File: src/rtl/instr_loader_pkg.sv
// Shared types and constants for the instruction-memory program loader.
// The FSM encoding is fixed so waveforms and older tools see stable state values.
package instr_loader_pkg;

  typedef enum logic [2:0] {
    IDLE  = 3'd0,
    HDR   = 3'd1,
    DATA  = 3'd2,
    WRITE = 3'd3,
    DONE  = 3'd4,
    ERR   = 3'd5
  } state_e;

  localparam int BYTES_PER_WORD = 4;
  localparam int ADDR_STEP      = 4;

  // A header is usable only when it names at least one word and fits the memory.
  function automatic logic header_ok(input logic [7:0] n, input int depth);
    return (n != 8'd0) && (int'(n) <= depth);
  endfunction

endpackage

File: src/rtl/instr_loader_packer.sv
// Byte-to-word packer: four byte slots filled in order by a 2-bit index.
// Slot 0 lands in word_out[7:0], so the stream is little-endian per word.
module byte_packer
  import instr_loader_pkg::*;
(
  input  logic        clk,
  input  logic        reset,
  input  logic        load,
  input  logic        clear,
  input  logic [7:0]  byte_in,
  output logic [31:0] word_out,
  output logic        last
);

  logic [1:0] idx_reg;

  always_ff @(posedge clk) begin
    if (!reset) begin
      idx_reg <= 2'd0;
    end else if (clear) begin
      idx_reg <= 2'd0;
    end else if (load) begin
      idx_reg <= idx_reg + 2'd1;
    end
  end

  generate
    for (genvar gi = 0; gi < BYTES_PER_WORD; gi++) begin : g_slot
      logic [7:0] slot_reg;

      always_ff @(posedge clk) begin
        if (!reset) begin
          slot_reg <= 8'd0;
        end else if (load && (idx_reg == 2'(gi))) begin
          slot_reg <= byte_in;
        end
      end

      assign word_out[gi*8 +: 8] = slot_reg;
    end
  endgenerate

  assign last = (idx_reg == 2'(BYTES_PER_WORD - 1));

endmodule

File: src/rtl/instr_loader.sv
// Program loader: header byte N, then 4*N bytes packed into words and written
// to instruction memory at byte addresses 0, 4, 8, ... while the CPU is held.
module instr_loader
  import instr_loader_pkg::*;
#(
  parameter int DEPTH  = 8,
  parameter int ADDR_W = 32
) (
  input  logic              clk,
  input  logic              reset,
  input  logic              start,
  input  logic              in_valid,
  input  logic [7:0]        in_data,
  output logic              in_ready,
  output logic              wr_en,
  output logic [ADDR_W-1:0] wr_addr,
  output logic [31:0]       wr_data,
  output logic              cpu_hold,
  output logic              done,
  output logic              err
);

  localparam int CNT_W = $clog2(DEPTH + 1);

  state_e            state_reg, state_next;
  logic [ADDR_W-1:0] addr_reg;
  logic [ADDR_W-1:0] wr_addr_reg;
  logic [31:0]       wr_data_reg;
  logic [CNT_W-1:0]  left_reg;
  logic              err_reg;

  logic        start_take;
  logic        hdr_take;
  logic        hdr_good;
  logic        byte_load;
  logic [31:0] word;
  logic        word_last;

  assign start_take = start && ((state_reg == IDLE) || (state_reg == ERR));
  assign hdr_take   = in_valid && (state_reg == HDR);
  assign hdr_good   = header_ok(in_data, DEPTH);
  assign byte_load  = in_valid && (state_reg == DATA);

  byte_packer u_packer (
    .clk      (clk),
    .reset    (reset),
    .load     (byte_load),
    .clear    (start_take),
    .byte_in  (in_data),
    .word_out (word),
    .last     (word_last)
  );

  always_comb begin
    state_next = state_reg;
    case (state_reg)
      IDLE:    if (start) state_next = HDR;
      HDR:     if (in_valid) state_next = hdr_good ? DATA : ERR;
      DATA:    if (in_valid && word_last) state_next = WRITE;
      WRITE:   state_next = (left_reg == CNT_W'(1)) ? DONE : DATA;
      DONE:    state_next = IDLE;
      ERR:     if (start) state_next = HDR;
      default: state_next = IDLE;
    endcase
  end

  always_ff @(posedge clk) begin
    if (!reset) begin
      state_reg   <= IDLE;
      addr_reg    <= '0;
      wr_addr_reg <= '0;
      wr_data_reg <= '0;
      left_reg    <= '0;
      err_reg     <= 1'b0;
    end else begin
      state_reg <= state_next;

      if (start_take) begin
        addr_reg <= '0;
        err_reg  <= 1'b0;
      end

      if (hdr_take) begin
        if (hdr_good) begin
          left_reg <= CNT_W'(in_data);
        end else begin
          err_reg <= 1'b1;
        end
      end

      // The write cycle's address/data are kept so the port holds them afterwards.
      if (state_reg == WRITE) begin
        addr_reg    <= addr_reg + ADDR_W'(ADDR_STEP);
        left_reg    <= left_reg - CNT_W'(1);
        wr_addr_reg <= addr_reg;
        wr_data_reg <= word;
      end
    end
  end

  assign in_ready = (state_reg == HDR) || (state_reg == DATA);
  assign wr_en    = (state_reg == WRITE);
  assign wr_addr  = wr_en ? addr_reg : wr_addr_reg;
  assign wr_data  = wr_en ? word : wr_data_reg;
  assign cpu_hold = (state_reg == HDR) || (state_reg == DATA) ||
                    (state_reg == WRITE) || (state_reg == ERR);
  assign done     = (state_reg == DONE);
  assign err      = err_reg;

endmodule

File: config.mk
export PLATFORM = sky130hd
export DESIGN_NAME = instr_loader
export DESIGN_NICKNAME = d
export VERILOG_FILES = /design/src/rtl/instr_loader_pkg.sv /design/src/rtl/instr_loader_packer.sv /design/src/rtl/instr_loader.sv
export SDC_FILE = /design/constraint.sdc
export NUM_CORES = 1
export LEC_CHECK = 0
export ABC_AREA = 1
export BUFFER_PORTS_ARGS = -buffer_cell sky130_fd_sc_hd__buf_2
export CAP_MARGIN = 0
export CORE_ASPECT_RATIO = 1.1
export CORE_MARGIN = 4
export CORE_UTILIZATION = 35
export CTS_CLUSTER_SIZE = 30
export DETAILED_ROUTE_END_ITERATION = 10
export GPL_TIMING_DRIVEN = 1
export MAX_ROUTING_LAYER = met4
export SETUP_SLACK_MARGIN = 0.15
export SLEW_MARGIN = 25
export SYNTH_ARGS = -nofsm -noshare
export SYNTH_HDL_FRONTEND = slang
export SYNTH_SLANG_ARGS = --single-unit
File: constraint.sdc
create_clock -name clk -period 2.4 [get_ports clk]
set_input_delay 0.48 -clock clk [delete_from_list [all_inputs] [get_ports clk]]
set_output_delay 0.48 -clock clk [all_outputs]
set_load 0.005 [all_outputs]
# Word-level counts from Yosys, hierarchy flattened
# Index checks and enable logic that the tools add are counted.
[op_classes]
magnitude_cmp = 1
eq_ne = 12
bitwise = 1
n_reduce_logical = 23
addsub = 3
muxes = 16
[ops]
columns = ["cell", "count"]
rows = [
  ["32-bit two-way mux", 4],
  ["32-bit by 3-bit adder with 32-bit output (second input constant)", 1],
  ["3-bit two-way mux", 5],
  ["4-bit two-way mux", 3],
  ["3-bit case mux with 4 select lines", 1],
  ["1-bit logical AND", 9],
  ["8-bit by 4-bit less-or-equal comparator with 1-bit output (second input constant)", 1],
  ["8-bit nonzero test", 1],
  ["3-bit by 2-bit == test with 1-bit output (second input constant)", 2],
  ["3-bit == test (second input constant)", 2],
  ["2-bit nonzero test", 3],
  ["2-bit == test (second input constant)", 2],
  ["4-bit by 1-bit == test with 1-bit output (second input constant)", 1],
  ["1-bit logical OR", 4],
  ["2-bit by 1-bit != test with 1-bit output (second input constant)", 2],
  ["2-bit OR reduction", 2],
  ["4-bit by 1-bit subtractor with 4-bit output (second input constant)", 1],
  ["3-bit by 1-bit == test with 1-bit output (second input constant)", 1],
  ["3-bit zero test", 1],
  ["1-bit two-way mux", 3],
  ["3-bit AND reduction", 1],
  ["2-bit by 1-bit adder with 2-bit output (second input constant)", 1],
  ["2-bit by 1-bit == test with 1-bit output (second input constant)", 1],
  ["2-bit zero test", 1],
  ["other kinds (3)", 3],
]
[word_totals]
regBits = 138
out_inout_bits = 69
in_bits = 12

# Depth between registers and ports, before layout
[depth]
ltp_word = 6
ltp_mapped = 11
depth_no_buf = 11

# Hierarchy
# From an unflattened synthesis, not the netlist that was laid out.
[unflattened]
hier_cells = 976
hier_area_um2 = 6548.8
[by_module_without_submodules]
columns = ["mod", "area_each_um2", "seq_area_each_um2", "cells_each", "instances"]
rows = [
  ["instr_loader", 5102.4, 2042.0, 755, 1],
  ["byte_packer", 1446.4, 680.7, 221, 1],
]

# Least setup slack after synthesis
# Ideal clock, no wire load.
[synth_path]
path_kind = "flip-flop to output port"
startpoint = "register state_reg[2]"
endpoint = "output wr_addr[9]"
arrival_time_ns = 1.226
setup_slack_ns = 0.694
path_stages_with_launch = 9
cell_sequence = "dfxtp_1 > inv_2 > nand2_4 > nor2_8 > buf_6 > buf_6 > or2_2 > o21ai_0 > inv_1"
[synth_via]
elab_chain_len = 2
[synth_rtl]
columns = ["item", "line", "text"]
rows = [
  ["start, declared", "instr_loader.sv:25", "state_e state_reg, state_next;"],
  ["start signal, assigned", "instr_loader.sv:76", "state_reg <= state_next;"],
  ["3-bit by 2-bit == test with 1-bit output", "instr_loader.sv:102", "assign wr_en = (state_reg == WRITE);"],
  ["32-bit two-way mux", "--", ""],
  ["end, declared", "instr_loader.sv:16", "output logic [ADDR_W-1:0] wr_addr,"],
]
# Every way passes these cells.

# Final worst setup path
[layout_path]
startpoint = "register state_reg[2]"
endpoint = "output wr_data[21]"
[layout_via]
elab_chain_len = 2
[layout_rtl]
columns = ["item", "line", "text"]
rows = [
  ["3-bit by 2-bit == test with 1-bit output", "instr_loader.sv:102", ""],
  ["32-bit two-way mux", "--", ""],
  ["end, declared", "instr_loader.sv:17", "output logic [31:0] wr_data,"],
]
# Every way passes these cells.

==> results_dict.tcl <==
set metrics [dict create \
    slowest_stage "dfxtp_2" \
    hold_depth 3 \
    post-route-period-util_pct 94.39 \
    layout.nets 1021 \
    synth.mux.area_fraction_pct 0 \
    port_buffers 80 \
    p_per_area_nw_per_um2 642.6 \
    hold_path_end "u_packer.g_slot[1].slot_reg[7]" \
    met1_usage_pct 20.47 \
    place_congestion 0.8745 \
    synth_cell_types 35 \
    yosysWarnings 0 \
    async_flop_share_pct 0 \
    combinationalPowerShare_pct 7.2 \
    yosysTopAreaCell "dfxtp_1" \
    fmax_mhz 441.4 \
    crit_fanout 5 \
    p_int_uw 3852 \
    yosysTopAreaCellShare_pct 42.83 \
    yosys.area_share.xor_xnor_pct 0.1378 \
    max_stage_delay_ns 0.35 \
    hp-start "in_data[7]" \
    path_class "reg -> out" \
    reg2reg_to "addr_reg[28]" \
    postRouteWirelength_um 16840 \
    p_sw_uw 1300 \
    placed_area_um2 6949 \
    ys_seq_area_share_pct 42.83 \
    nFillCells 1843 \
    yosys.area_share.simple_pct 32.07 \
    antenna_cells 0 \
    hold_viol_final 0 \
    swShare_pct 25.23 \
    worst_hold_slack_ns 0.3871 \
    startpoint "state_reg[2]" \
    antenna_found_initial 0 \
    antenna_left 0 \
    arrival_ns 1.79 \
    hpwl_um 10880 \
    num_vias 5950 \
    synth_compound_area_share_pct 13.70 \
    cap_violations 0 \
    viasPerCell 4.749 \
    grt_use_total_pct 17.23 \
    power.share.clock_pct 48.4 \
    fin_util_pct 45.03 \
    grt_use_met2_pct 28.80 \
    die_height_um 149.3 \
    grt_use_met3_pct 3.374 \
    wl_per_cell_um 13.44 \
    syn_area_um2 6356 \
    cp-start-kind "register" \
    setup_viol 0 \
    path_clk_slew_ns 0.06 \
    syn_inst 916 \
    end_kind "primary output" \
    grt_pass1_wl_um 27120 \
    rsz0062_at_grt "yes" \
    r2r_setup_slack_ns 0.62 \
    p_leak_uw 0.003614 \
    pwr-share-seq_pct 44.5 \
    hp-class "in -> reg" \
    io_pins 81 \
    syn_area_per_cell_um2 6.939 \
    root_buffer "clkbuf_16" \
    num_rows 51 \
    fin_area_um2 8016 \
    grt_start_max_net_pins 68 \
    tritoncts "yes" \
    synth_fa_ha_area_share_pct 1.378 \
    report.final.slew_viol_count 0 \
    drive_above_1_share_pct 25.81 \
    synth_edf_count 0 \
    slew_headroom_pct 65.27 \
    drt_iter0_drc 338 \
    clock_latency_ns 0.42 \
    grt_pass1_vias 5516 \
    ys_seq_elements 136 \
    cts_sinks 136 \
    min_period_ns 2.265 \
    reg2regPathDepth 11 \
    coreArea_um2 17800 \
    firstDrtPassIters 5 \
    outcome "finished clean" \
    synth_area_leaders "dfxtp_1 (43%), nand2_1 (12%), a21oi_1 (6.8%), nor2_1 (6.7%), inv_1 (5.8%)" \
    fin_worst_skew_ns 0.008122 \
    synth_top_family_by_area "simple AND/OR/NAND/NOR gates" \
    worst_pin_slew_ns 0.5155 \
    syn_to_final_growth_pct 26.12 \
    synth_fp_nets 935 \
    die_w_um 136.5 \
    yosysMostFrequentCell "nand2_1" \
    numCtsBuffers 17 \
    grt_overflow_total 0 \
    busiest_layer "met2" \
    crit_chain "inv_4, nand2_4, nor2_8, buf_8, clkbuf_16, or2_2, o21ai_2, inv_1, buf_2" \
    required_ns 1.92 \
    die_area_um2 20380 \
    timing.rr.start "addr_reg[2]" \
    cts_buffer_depth 2 \
    synthTopCellsByCount "nand2_1 (207), dfxtp_1 (136), nor2_1 (114)" \
    synthFlopType "dfxtp_1" \
    peakVddDrop_mv 0.5415 \
    hold_buffers 0 \
    drcViolationCount 0 \
    setup_tns_ns 0 \
    initial_utilization_pct 35.70 \
    htreeDepth 4 \
]
-- kinds of logic (layout without fill, tap and decap cells) --
family	after synthesis	count (layout)
adder cells (fa/ha/maj)	7	7
XOR/XNOR	1	1
buffers and inverters	148	247
AND/OR/NAND/NOR	459	459
AO/OA/AOI/OAI	165	165
flip-flops	136	136
-- layout by cell type (no fill, tap or decap), types with 7 or more instances in the layout --
cell type,synthesis,layout
nor2_4,6,9
nand2_1,207,205
o21ai_0,59,21
inv_1,98,98
nor2_2,3,11
clkbuf_16,0,19
buf_2,11,80
a21oi_1,86,84
buf_4,7,17
nand3_1,67,67
ha_1,7,7
a211oi_1,13,13
or2_2,39,35
nor2_1,114,103
dfxtp_1,136,133
o21ai_2,1,36
nand2_2,6,8
-- timing repair --
action                                  4_1_cts  5_1_grt
endpoints found under the setup margin       62       61
buffers inserted                              5       10
gates resized for setup                      62       53
cloned                                        2        3
endpoints found under the hold margin         0        0
pin swaps                                     1        4
-- worst max-delay path: cells and delay by family (launching register included) --
kind | cells | cell delay, ns
buffers and inverters | 5 | 0.51
flip-flops | 1 | 0.35
AO/OA/AOI/OAI | 1 | 0.07
AND/OR/NAND/NOR | 3 | 0.43
-- power groups by stage --
| stage | registers (uW) | clock network [uW] | logic [uW] |
|---|---|---|---|
| 2_1_floorplan | 2340 | 0 | 227 |
| 3_3_place_gp | 2340 | 0 | 343 |
| 3_5_place_dp | 2340 | 0 | 341 |
| 4_1_cts | 2290 | 2550 | 362 |
| 5_1_grt | 2290 | 2660 | 413 |
| 6_report | 2290 | 2490 | 369 |
-- how the worst max path moves through the flow --
stage | to | slack, ns | depth (start not counted)
floorplan | wr_addr[9] | 0.69 | 8
global placement | wr_data[24] | 0.34 | 8
detailed placement | wr_data[24] | 0.30 | 8
CTS | wr_data[24] | 0.10 | 9
global route | wr_data[22] | 0.07 | 9
finish | wr_data[21] | 0.13 | 9
-- final cells by class --
cell class              count  area [um2]  area share, %
multi-input cells         632        3224          40.22
flip-flops and latches    136        2726          34.01
repair buffers            110       797.0          9.942
clock buffers              19       442.9          5.525
inverters                 105       405.4          5.057
well taps                 238       297.8          3.715
clock inverters            13       122.6          1.530
-- metal layers --
layer	vias up	routed length, um
li1	3091	-
met1	2713	7525
met2	120	8322
met3	26	656
met4	0	335
met5	-	0
-- per-stage QoR --
stage / setup slack, ns / instances / power, uW
detailed placement: 0.2964 / 1201 / 2680
finish: 0.1345 / 1253 / 5152
floorplan: 0.6940 / 916 / 2564
global route: 0.06639 / 1253 / 5366
CTS: 0.1046 / 1240 / 5205
global placement: 0.3420 / 1201 / 2681
No activity file was read; power rests on OpenSTA's default activity.
